$ cat src/rtl/regfile_wb_arbiter.sv
// Round-robin arbiter sharing the register-file write port between ALU and load writeback,
// with a 32-entry pending-write scoreboard. Define REGFILE_WB_FWD_EN for write-stage forwarding.
module regfile_wb_arbiter #(
  parameter int unsigned FIRST_PRIO = 0
) (
  input  logic        clk,
  input  logic        rst,
  input  logic        wb0_valid,
  output logic        wb0_ready,
  input  logic [4:0]  wb0_addr,
  input  logic [31:0] wb0_data,
  input  logic        wb1_valid,
  output logic        wb1_ready,
  input  logic [4:0]  wb1_addr,
  input  logic [31:0] wb1_data,
  input  logic        rsv_ena,
  input  logic [4:0]  rsv_addr,
  input  logic [4:0]  chk_addr0,
  input  logic [4:0]  chk_addr1,
  output logic        chk_busy0,
  output logic        chk_busy1,
`ifdef REGFILE_WB_FWD_EN
  output logic        fwd_hit0,
  output logic        fwd_hit1,
  output logic [31:0] fwd_data0,
  output logic [31:0] fwd_data1,
`endif
  output logic        wr_ena,
  output logic [4:0]  wr_addr,
  output logic [31:0] wr_data
);

  logic        last_grant_q;
  logic        gnt0, gnt1;
  logic        wr_ena_q;
  logic [4:0]  wr_addr_q;
  logic [31:0] wr_data_q;
  logic [31:0] busy_q, busy_d;

  // last_grant_q holds the previous winner; a tie goes to the other requester.
  always_comb begin
    gnt0 = 1'b0;
    gnt1 = 1'b0;
    if (!rst) begin
      if (wb0_valid && wb1_valid) begin
        gnt0 = last_grant_q;
        gnt1 = !last_grant_q;
      end else begin
        gnt0 = wb0_valid;
        gnt1 = wb1_valid;
      end
    end
  end

  assign wb0_ready = gnt0;
  assign wb1_ready = gnt1;

  // Reservation applied after the clear so a newer writer stays outstanding.
  always_comb begin
    busy_d = busy_q;
    if (wr_ena_q) busy_d[wr_addr_q] = 1'b0;
    if (rsv_ena) busy_d[rsv_addr] = 1'b1;
    busy_d[0] = 1'b0;
  end

  always_ff @(posedge clk) begin
    if (rst) begin
      last_grant_q <= (FIRST_PRIO == 0) ? 1'b1 : 1'b0;
      wr_ena_q     <= 1'b0;
      wr_addr_q    <= 5'd0;
      wr_data_q    <= 32'd0;
      busy_q       <= 32'd0;
    end else begin
      wr_ena_q <= 1'b0;
      if (gnt0) begin
        last_grant_q <= 1'b0;
        wr_addr_q    <= wb0_addr;
        wr_data_q    <= wb0_data;
        wr_ena_q     <= (wb0_addr != 5'd0);
      end else if (gnt1) begin
        last_grant_q <= 1'b1;
        wr_addr_q    <= wb1_addr;
        wr_data_q    <= wb1_data;
        wr_ena_q     <= (wb1_addr != 5'd0);
      end
      busy_q <= busy_d;
    end
  end

  assign wr_ena  = wr_ena_q;
  assign wr_addr = wr_addr_q;
  assign wr_data = wr_data_q;

`ifdef REGFILE_WB_FWD_EN
  logic rsv_hit0, rsv_hit1;

  always_comb begin
    fwd_hit0  = wr_ena_q && (wr_addr_q == chk_addr0) && (chk_addr0 != 5'd0);
    fwd_hit1  = wr_ena_q && (wr_addr_q == chk_addr1) && (chk_addr1 != 5'd0);
    fwd_data0 = wr_data_q;
    fwd_data1 = wr_data_q;
    rsv_hit0  = rsv_ena && !rst && (rsv_addr == chk_addr0);
    rsv_hit1  = rsv_ena && !rst && (rsv_addr == chk_addr1);
    // A forwarded value satisfies the reader unless a newer writer is being reserved.
    chk_busy0 = busy_q[chk_addr0] && !(fwd_hit0 && !rsv_hit0);
    chk_busy1 = busy_q[chk_addr1] && !(fwd_hit1 && !rsv_hit1);
  end
`else
  assign chk_busy0 = busy_q[chk_addr0];
  assign chk_busy1 = busy_q[chk_addr1];
`endif

endmodule

$ cat config.mk
export PLATFORM = sky130hd
export DESIGN_NAME = regfile_wb_arbiter
export DESIGN_NICKNAME = d
export VERILOG_FILES = /design/src/rtl/regfile_wb_arbiter.sv
export SDC_FILE = /design/constraint.sdc
export NUM_CORES = 1
export LEC_CHECK = 0
export CORE_AREA = 4 4 95 97
export DETAILED_ROUTE_END_ITERATION = 8
export DIE_AREA = 0 0 99 101
export PLACE_DENSITY = 0.86
export SYNTH_ARGS = -nofsm -noshare
export SYNTH_HDL_FRONTEND = slang
export SYNTH_SLANG_ARGS = --single-unit
$ cat constraint.sdc
create_clock -name clk -period 2.5 [get_ports clk]
set_input_delay 0.5 -clock clk [delete_from_list [all_inputs] [get_ports clk]]
set_output_delay 0.5 -clock clk [all_outputs]
set_load 0.03 [all_outputs]
==> impl_metrics.yaml <==
synth:
  synth_seq_cells: 70
  synth_cell_types: 39
  syn-num-nets: 510
  yosys.area.top_type: "dfxtp_1"
  ys_warn_count: 0
  synth-main-ff-cell: "dfxtp_1"
  synth-seq-area-share_pct: 39.8
  synth_common_cells: "nand2_1, dfxtp_1, a21oi_1"
  syn_avg_cell_area_um2: 8.46
  synth_area_leaders: "dfxtp_1, mux2i_1, nand2_1"
  synth-edff-count: 0
  yosysMostFrequentCell: "nand2_1"
  syn_inst: 416
  syn_area_um2: 3520
  synth_top_area_share_pct: 39.8
  async_reset_ff_share_pct: 0
power_and_ir_drop:
  p_total_uw: 2750
  p_comb_share_pct: 24.1
  p_per_area_nw_per_um2: 529
  sw_frac_of_total_pct: 28.7
  p_sw_uw: 791
  p_clk_share_pct: 31.7
  p_int_uw: 1960
  cellLeakagePower_uw: 0.00190
  seqPwrFrac_pct: 44.1
  vdd_ir_drop_max_v: 0.000442
setup_path:
  r2r-end: "wr_data[4]"
  r2r_cells: 6
  r2r-start: "last_grant_q"
  start_kind: "input port"
  required_ns: 2.00
  reg2reg_slack_ns: 0.89
  critical_path_class: "input port to primary output"
  cp_cell_sequence: "clkdlybuf4s15_1 > mux4_2 > nand2b_1 > o211ai_1 > nand4_1 > buf_2"
  path_max_fanout: 3
  cp-end-kind: "primary output"
  cpMaxStageDelayCell: "mux4_2"
  slowest_delay_ns: 0.54
  arrival_ns: 1.90
timing:
  rsz0062_at_grt: "true"
  setup-violations-final: 0
  min_period_over_period_pct: 96.1
  fin_worst_skew_ns: 0.00621
  tightest_slew_ns: 1.19
  slew_violations: 0
  final_hold_viol_count: 0
  max_freq_ghz: 0.416
  fin_crit_ns: 2.40
  slew_headroom_pct: 20.7
clock_network:
  cts_buffers: 9
  clkSlewWorstSetupHoldPaths_ns: 0.07
  clk_latency_ns: 0.34
  cts_tree: "built"
  cts.path.max_buffers: 2
  cts.htree.levels: 3
  root_buffer: "clkbuf_8"
  cts_sinks: 70
  cts_hold_buf: 0
worst_hold_path:
  whs_endpoint: "wr_data[26]"
  worst_hold_startpoint: "wr_data[26]"
  hold-path-cell-count: 2
  hold_path.class: "register to register"
die:
  die_area_um2: 10000
  ios: 136
  die_y_um: 101
  die_w_um: 99
  rows: 33
  start_util_pct: 43.3
  coreArea_um2: 8130
status:
  outcome: "finished, final reports clean"
layout:
  diodes: 0
  nets: 652
  drive_above_1_share_pct: 11.0
  synthToLayoutAreaGrowth_pct: 48.1
  final_util_pct: 64.1
grt:
  grt_max_degree: 34
  grt_usage_pct: 23.3
  gr-total-overflow: 0
  grt_pass1_wl_um: 18800
  grt_pass1_vias: 3947
  antenna_found_initial: 0
flow_run:
  maxCapViolCount: 0
placed_design:
  portBuffers: 135
  place.gp.congestion: 0.950
  hpwl_um: 9000
detailed_routing:
  first_pass_iters: 7
  wl_um: 11800
  drc: 0
  wl_per_cell_um: 17.7
  drtIter0Drc: 335
  drt-vias-per-instance: 5.79
  via_count: 3871
  ant_nets: 0
cell type report:
class / count / area, um^2
Clock buffer: 12 / 135
Multi-Input combinational cell: 313 / 1920
Inverter: 5 / 23.8
Clock inverter: 4 / 47.5
Sequential cell: 70 / 1400
Timing Repair Buffer: 159 / 1550
Fill cell: 660 / 2920
Tap cell: 105 / 131
routing by layer:
layer,wire length (um),global-route usage (%),vias to the layer above
li1,-,-,1792
met1,4290,25.4,1785
met2,5790,40.0,243
met3,1310,8.37,51
met4,442,11.2,0
met5,0,0,-
worst max-delay path, delay by kind of cell:
| kind | cells | cell delay (ns) |
|---|---|---|
| and+or+nand+nor | 2 | 0.29 |
| buffers and inverters | 2 | 0.46 |
| AOI/OAI and AO/OA | 1 | 0.11 |
| muxes | 1 | 0.54 |
power groups by stage:
stage	clock, uW	combinational (uW)	sequential (uW)
floorplan	0	231	1330
global placement	0	647	1240
detailed placement	0	663	1240
CTS	885	661	1220
global route	941	703	1220
finish	874	664	1220
registers in the layout, indices dropped and copies added, names as in the netlist:
signal and flops:
last_grant_q 1, busy_q 31, wr_ena 1, wr_data 32, wr_addr 5
placed cells by master (no fill, tap or decap), drive strengths merged, types with 4 or more instances in the layout:
cell	n
nand3b	5
mux4	6
buf	28
clkbuf	13
or3b	6
nand3	10
a211oi	14
nor3b	4
nand2b	4
nor2	25
nand2	72
mux2i	29
a22oi	26
clkdlybuf4s50	126
a21oi	53
inv	4
dfxtp	70
a31oi	4
o21ai	32
nor2b	5
worst max path at each step:
stage / slack, ns / end / cells past startpoint / from
floorplan: 0.17 / chk_busy0 / 5 / chk_addr0[0]
global route: -0.0003 / chk_busy0 / 7 / chk_addr0[2]
detailed placement: -0.63 / chk_busy0 / 6 / chk_addr0[0]
CTS: 0.06 / chk_busy0 / 6 / chk_addr0[0]
finish: 0.1 / chk_busy0 / 6 / chk_addr0[0]
global placement: -0.52 / chk_busy1 / 6 / chk_addr1[0]
through the flow:
stage / worst slack [ns] / hold slack, ns / instances / cell area [um^2] / setup TNS [ns]
global route: -0.000338 / 0.475 / 668 / 5210 / -0.000338
detailed placement: -0.629 / 0.429 / 652 / 5040 / -1.20
finish: 0.0963 / 0.433 / 668 / 5210 / 0
global placement: -0.521 / 0.425 / 652 / 5040 / -1.02
floorplan: 0.168 / 0.460 / 416 / 3520 / 0
CTS: 0.0562 / 0.437 / 668 / 5210 / 0
cells by family (layout without fill, tap and decap cells):
family / Yosys count / count (layout) / synth area share (%)
flip-flops: 70 / 70 / 39.8
buffers and inverters: 33 / 180 / 5.51
multiplexers: 35 / 35 / 12.1
AND/OR/NAND/NOR: 143 / 143 / 19.0
AO/OA/AOI/OAI: 135 / 135 / 23.6
what timing repair did:
action / in CTS / in global routing
resized for setup: 14 / 2
buffers inserted: 0 / 0
setup endpoints to repair: 2 / 2
pin swaps: 0 / 1
(Power assumes the default switching activity.)
